[src/rtl/pipe_hazard_ctrl.sv]
// Hazard/stall control for the 5-stage pipeline plus interrupt flush sequencing.
// Define PIPE_HAZARD_MDU_STALL_EN to enable the mult/div busy tracker and its stalls.
module pipe_hazard_ctrl #(
    parameter int MULT_CYCLES = 5,
    parameter int DIV_CYCLES  = 10
) (
    input  logic       clk,
    input  logic       reset,
    input  logic [4:0] rsD,
    input  logic [4:0] rtD,
    input  logic       useRsD,
    input  logic       useRtD,
    input  logic       branchD,
    input  logic       mdUseD,
    input  logic [4:0] writeRegE,
    input  logic       regWriteE,
    input  logic       memToRegE,
    input  logic [4:0] writeRegM,
    input  logic       memToRegM,
    input  logic       mdStartE,
    input  logic       mdIsDivE,
    input  logic       int_req,
    output logic       enF,
    output logic       enD,
    output logic       clrE,
    output logic       intclr,
    output logic       md_busy,
    output logic       int_ack
);

    typedef enum logic [1:0] {
        IDLE,
        WAIT_MD,
        FLUSH,
        HOLD
    } state_t;

    state_t state_q, state_d;
    logic   flush_q, flush_d;
    logic   match_e, match_m;
    logic   lw_stall, br_stall, md_stall, stall;

    // Register 0 is hardwired, so it never creates a dependency.
    function automatic logic match_x(
        input logic [4:0] r,
        input logic [4:0] rs,
        input logic [4:0] rt,
        input logic       use_rs,
        input logic       use_rt
    );
        return (r != 5'd0) && ((use_rs && rs == r) || (use_rt && rt == r));
    endfunction

    assign match_e  = match_x(writeRegE, rsD, rtD, useRsD, useRtD);
    assign match_m  = match_x(writeRegM, rsD, rtD, useRsD, useRtD);
    assign lw_stall = memToRegE && regWriteE && match_e;
    assign br_stall = branchD && ((regWriteE && match_e) || (memToRegM && match_m));

`ifdef PIPE_HAZARD_MDU_STALL_EN
    logic [7:0] count_q, count_d;

    always_comb begin
        count_d = count_q;
        if (mdStartE) begin
            count_d = mdIsDivE ? 8'(DIV_CYCLES) : 8'(MULT_CYCLES);
        end else if (count_q != 8'd0) begin
            count_d = count_q - 8'd1;
        end
    end

    always_ff @(posedge clk) begin
        if (reset) begin
            count_q <= 8'd0;
        end else begin
            count_q <= count_d;
        end
    end

    assign md_busy  = (count_q != 8'd0);
    assign md_stall = mdUseD && (md_busy || mdStartE);
`else
    logic [7:0] unused_md;
    assign unused_md = {mdUseD, mdStartE, mdIsDivE, 5'd0}
                     ^ 8'(MULT_CYCLES) ^ 8'(DIV_CYCLES);
    assign md_busy   = 1'b0;
    assign md_stall  = 1'b0;
`endif

    assign stall = lw_stall || br_stall || md_stall;

    always_comb begin
        state_d = state_q;
        unique case (state_q)
            IDLE: begin
                if (int_req) begin
`ifdef PIPE_HAZARD_MDU_STALL_EN
                    state_d = md_busy ? WAIT_MD : FLUSH;
`else
                    state_d = FLUSH;
`endif
                end
            end
            WAIT_MD: if (!md_busy) state_d = FLUSH;
            FLUSH:   state_d = HOLD;
            HOLD:    if (!int_req) state_d = IDLE;
            default: state_d = IDLE;
        endcase
        flush_d = (state_d == FLUSH);
    end

    always_ff @(posedge clk) begin
        if (reset) begin
            state_q <= IDLE;
            flush_q <= 1'b0;
        end else begin
            state_q <= state_d;
            flush_q <= flush_d;
        end
    end

    // The flush cycle lets the pipeline advance regardless of hazards.
    assign intclr  = flush_q;
    assign int_ack = flush_q;
    assign enF     = flush_q || !stall;
    assign enD     = flush_q || !stall;
    assign clrE    = !flush_q && stall;

endmodule

[config.mk]
export PLATFORM = sky130hd
export DESIGN_NAME = pipe_hazard_ctrl
export DESIGN_NICKNAME = d
export VERILOG_FILES = /design/src/rtl/pipe_hazard_ctrl.sv
export SDC_FILE = /design/constraint.sdc
export NUM_CORES = 1
export LEC_CHECK = 0
export ABC_AREA = 1
export BUFFER_PORTS_ARGS = -buffer_cell sky130_fd_sc_hd__buf_2
export CAP_MARGIN = 20
export CORE_UTILIZATION = 36
export DETAILED_ROUTE_END_ITERATION = 7
export GPL_TIMING_DRIVEN = 0
export PLACE_DENSITY_LB_ADDON = 0.1
export RECOVER_POWER = 50
export SLEW_MARGIN = 20
export SYNTH_ARGS = -nofsm -noshare
export SYNTH_HDL_FRONTEND = slang
export SYNTH_SLANG_ARGS = --single-unit
[constraint.sdc]
create_clock -name clk -period 0.9 [get_ports clk]
set_clock_uncertainty 0.2 [all_clocks]
set_input_delay 0.09 -clock clk [delete_from_list [all_inputs] [get_ports clk]]
set_output_delay 0.09 -clock clk [all_outputs]
set_load 0.02 [all_outputs]
* Word level (Yosys, flattened, before mapping) *
Index checks and enable logic that the tools add are counted.

word-level totals
  flip-flop bits (word level) = 3
  input bits = 32
  logic and storage cells = 35

operators by class
  equality and inequality tests = 8
  mux-type cells = 3
  reduce and logical (&&, ||, !) cells = 22

operators by type and width
  kind                                                              number
  5-bit == test                                                     4
  1-bit logical AND                                                 12
  5-bit nonzero test                                                2
  2-bit one-hot mux with 4 select lines                             1
  2-bit == test (second input constant)                             3
  1-bit logical OR                                                  5
  2-bit 2-to-1 mux                                                  2
  2-bit by 1-bit == test with 1-bit output (second input constant)  1
  1-bit logical NOT                                                 2
  2-bit logical NOT                                                 1

* Logic depth before layout (Yosys ltp) *
  word-level depth = 10
  depth in mapped cells = 10
  gate-level depth less buffers = 9

* Least setup slack after synthesis *
No wires, ideal clock.

  path kind = input to output
  from = input port writeRegE[0]
  to = output port enF
  arrival = 0.906 ns
  required time = 0.610 ns
  slack = -0.296 ns
  cell stages on the path = 9
  path through = inv_1 -> nor2_1 -> nor2_1 -> nand3_1 -> nand2_1 -> nand2_1 -> nand2_1 -> nand2_1 -> buf_4

on the way
  word-level cells in the longest chain between the ends = 10

ends and longest elaborated chain
  element                RTL line  RTL
  start: declaration     15        input logic [4:0] writeRegE,
  5-bit == test          51        return (r != 5'd0) && ((use_rs && rs == r) || (use_rt && rt == r));
  1-bit logical AND      51
  1-bit logical OR       51
  1-bit logical AND (*)  51
  1-bit logical AND      57        assign br_stall = branchD && ((regWriteE && match_e) || (memToRegM && match_m));
  1-bit logical OR       57
  1-bit logical AND      57
  1-bit logical OR (*)   89        assign stall = lw_stall || br_stall || md_stall;
  1-bit logical NOT (*)  -
  1-bit logical OR (*)   -
  end: declaration       23        output logic enF,

Every way passes the cells marked *; elsewhere a longest branch is shown, timed or not.

* Final worst setup path *
  from = input port rtD[1]
  to = output port enF

on the way
  word-level cells in the longest chain between the ends = 10

ends and longest elaborated chain
  element                RTL line  RTL
  start: declaration     10        input logic [4:0] rtD,
  5-bit == test          51
  1-bit logical AND      51
  1-bit logical OR       51
  1-bit logical AND      51
  1-bit logical AND      57
  1-bit logical OR       57
  1-bit logical AND      57
  1-bit logical OR (*)   89
  1-bit logical NOT (*)  124       assign enF = flush_q || !stall;
  1-bit logical OR (*)   124

Marks and branches as above.

==> impl_results.md <==
- CTS tree: built
- Root Driver: clkbuf_4
- CP max FO: 3
- Die W: 41.77 um
- # diodes: 0
- TritonCTS Buffers: 3
- YS warnings: 0
- Synth Register Bits: 3
- ANT nets after route: 0
- Slew Viols, Final: 0
- Die area: 1744 um^2
- Clock power frac: 0.287
- Clock transition at path regs: 0.03 ns
- # setup viols final: 5
- Peak Freq: 746.7 MHz
- Initial Util: 0.4118
- Finished Core Util: 0.7430
- H-tree Lvls: 1
- CP max stage cell: nor2_1
- Drt wl/cell: 9.384 um
- Gr ovfl total: 0
- Worst path cell trace: buf_8 -> nand2_2 -> nand2_1 -> nor2_1 -> nand3_1 -> nand2_1 -> nand2_2 -> nand2_2 -> nand2_2 -> buf_6 -> buf_6
- Site Rows: 13
- Most common cell on crit path: nand2_2
- P_leak: 0.5951 nW
- Crit path DAT: 1.05 ns
- Largest net degree at the start of global routing: 6
- Avg Cell Area, Syn: 4.591 um^2
- Initial antenna violation count: 0
- Clock Sinks: 3
- Flop pwr share: 0.193
- Status: finished, violations left
- Combinational power share: 0.520
- Total GRT Usage: 0.2066
- Most common cell after layout, fill and taps aside: nand2_1
- DR vias: 814
- Hold WC Path Type: in2reg
- Setup TNS Final: -1.560 ns
- Most frequent cells in the layout: nand2_1 (42), buf_6 (17), nand2_2 (16)
- Hold WS: -0.1501 ns
- Longest Clk Path Bufs: 2
- Net count after synthesis: 156
- Failing checks: hold timing, setup timing
- P_int: 0.0005219 W
- Later-pin clock latency in the skew report: 0.23 ns
- Final worst slack: -0.4393 ns
- GPL Wtd Cong: 0.8346
- Core Region: 1383 um^2
- Final Cycle Share: 1.488
- Finished Cell Area: 1027 um^2
- Net Sw Power: 0.0002751 W
- Initial DRC count: 12
- Power per cell area: 775.8 nW/um^2
- Register area share after synthesis: 0.1055
- Nets: 195
- Final min period: 1.339 ns
- Worst setup SP type: primary input
- Critical path required time: 0.61 ns
- Gate Count Post-Synth: 124
- IO Port Bufs: 33
- Max VDD drop: 1.000 mV
- First-pass GRT wire length: 2904 um
- Share of cells above drive strength 1: 0.5185
- Endpoint class of the critical path: output pin
- RSZ-0062 raised after global routing: yes
- WS Path Type: in2out
- Placed inst area: 768.2 um^2
- Max stage delay on crit path: 0.13 ns
- Vias in the first global route: 761
- DRC: 0
- Total Wirelength: 1661 um
- First-pass DRT Iterations: 4
- Die height: 41.77 um
- Vias per inst: 4.599
- Max Cap Viol: 0
- Area Overhead vs Synth: 80.44%
- Cell Area, Synth: 569.3 um^2
- Synth unique cells: 17
- Final hold vios: 3
- Post-DP HPWL: 1291 um
- Switching Share: 0.3452
- Ports: 38
-- metal layers --
metal  up-vias  track usage  part of all wire
met4         0      0.03871                 0
met1       345       0.2637              0.44
li1        444            -                 -
met2        25       0.3438              0.51
met5         -            0                 0
met3         0      0.06087             0.054
-- area by class of cell --
| class | count | area, um^2 |
|---|---|---|
| clock buffer | 4 | 26.28 |
| timing repair buffer | 34 | 321.6 |
| multi-input combinational | 93 | 450.4 |
| inverter | 25 | 113.9 |
| tap | 15 | 18.77 |
| sequential | 3 | 66.31 |
| fill | 125 | 355.3 |
| buffer | 3 | 30.03 |
-- power groups by stage --
stage               registers [W]  logic [W]  clock network [W]
floorplan                0.000157   0.000170                  0
global placement         0.000153   0.000292                  0
detailed placement       0.000154   0.000297                  0
CTS                      0.000154   0.000371           0.000240
global route             0.000155   0.000459           0.000258
finish                   0.000154   0.000414           0.000229
-- state kept, by name, indices dropped and copies added (netlist names) --
signal,cells
int_ack,1
state_q,2
-- Yosys cell counts --
master	number	area, um^2
nand2_1	57	214.0
inv_1	17	63.81
nor2_1	15	56.30
inv_2	8	30.03
nand3_1	5	25.02
buf_4	3	22.52
dfxtp_1	3	60.06
a211oi_1	2	15.01
a21oi_1	2	10.01
nand2_2	2	12.51
nand4_1	2	12.51
nor2_2	2	12.51
o21ai_0	2	10.01
a21oi_2	1	8.760
conb_1	1	3.750
o21ai_1	1	5.000
o21bai_1	1	7.510
-- critical path: cells and delay by family --
family	cells	cell delay [ns]
AND/OR/NAND/NOR	8	0.63
buffers and inverters	3	0.34
-- cell families (layout without fill, tap and decap cells) --
logic type	after synthesis	in the layout	share of synthesized area
other	1	1	0.006587
and+or+nand+nor	83	83	0.5846
buffers and inverters	28	66	0.2044
AOI/OAI and AO/OA	9	9	0.09889
DFF	3	3	0.1055
-- what timing repair did --
| action | CTS | global route |
|---|---|---|
| hold endpoints to repair | 3 | 3 |
| setup endpoints to repair | 6 | 7 |
| gates resized for setup | 44 | 26 |
| setup buffers | 0 | 1 |
| pin swaps | 23 | 22 |
-- worst paths after layout --
kind / cells past startpoint / to / slack [ns] / startpoint
worst max-delay path: 11 / enF / -0.44 / rtD[1]
worst min-delay path: 2 / state_q[0]$_SDFF_PP0_ / -0.15 / reset
worst max register to register: 3 / state_q[1]$_SDFF_PP0_ / 0.01 / state_q[0]$_SDFF_PP0_
worst min register to register: 1 / int_ack$_SDFF_PP0_ / 0.22 / state_q[1]$_SDFF_PP0_
-- metrics by stage --
stage                     instances  hold WS (ns)   power, W  setup WS [ns]
after floorplan                 124      -0.04468  0.0003262        -0.2080
after global placement          172       0.07718  0.0004453        -0.5322
after detailed placement        172       0.08496  0.0004509        -0.5388
after CTS                       176       -0.1560  0.0007647        -0.3881
after global routing            177       -0.1561  0.0008708        -0.5049
final                           177       -0.1501  0.0007970        -0.4393
Note: power is estimated with default switching activity, not from simulation.
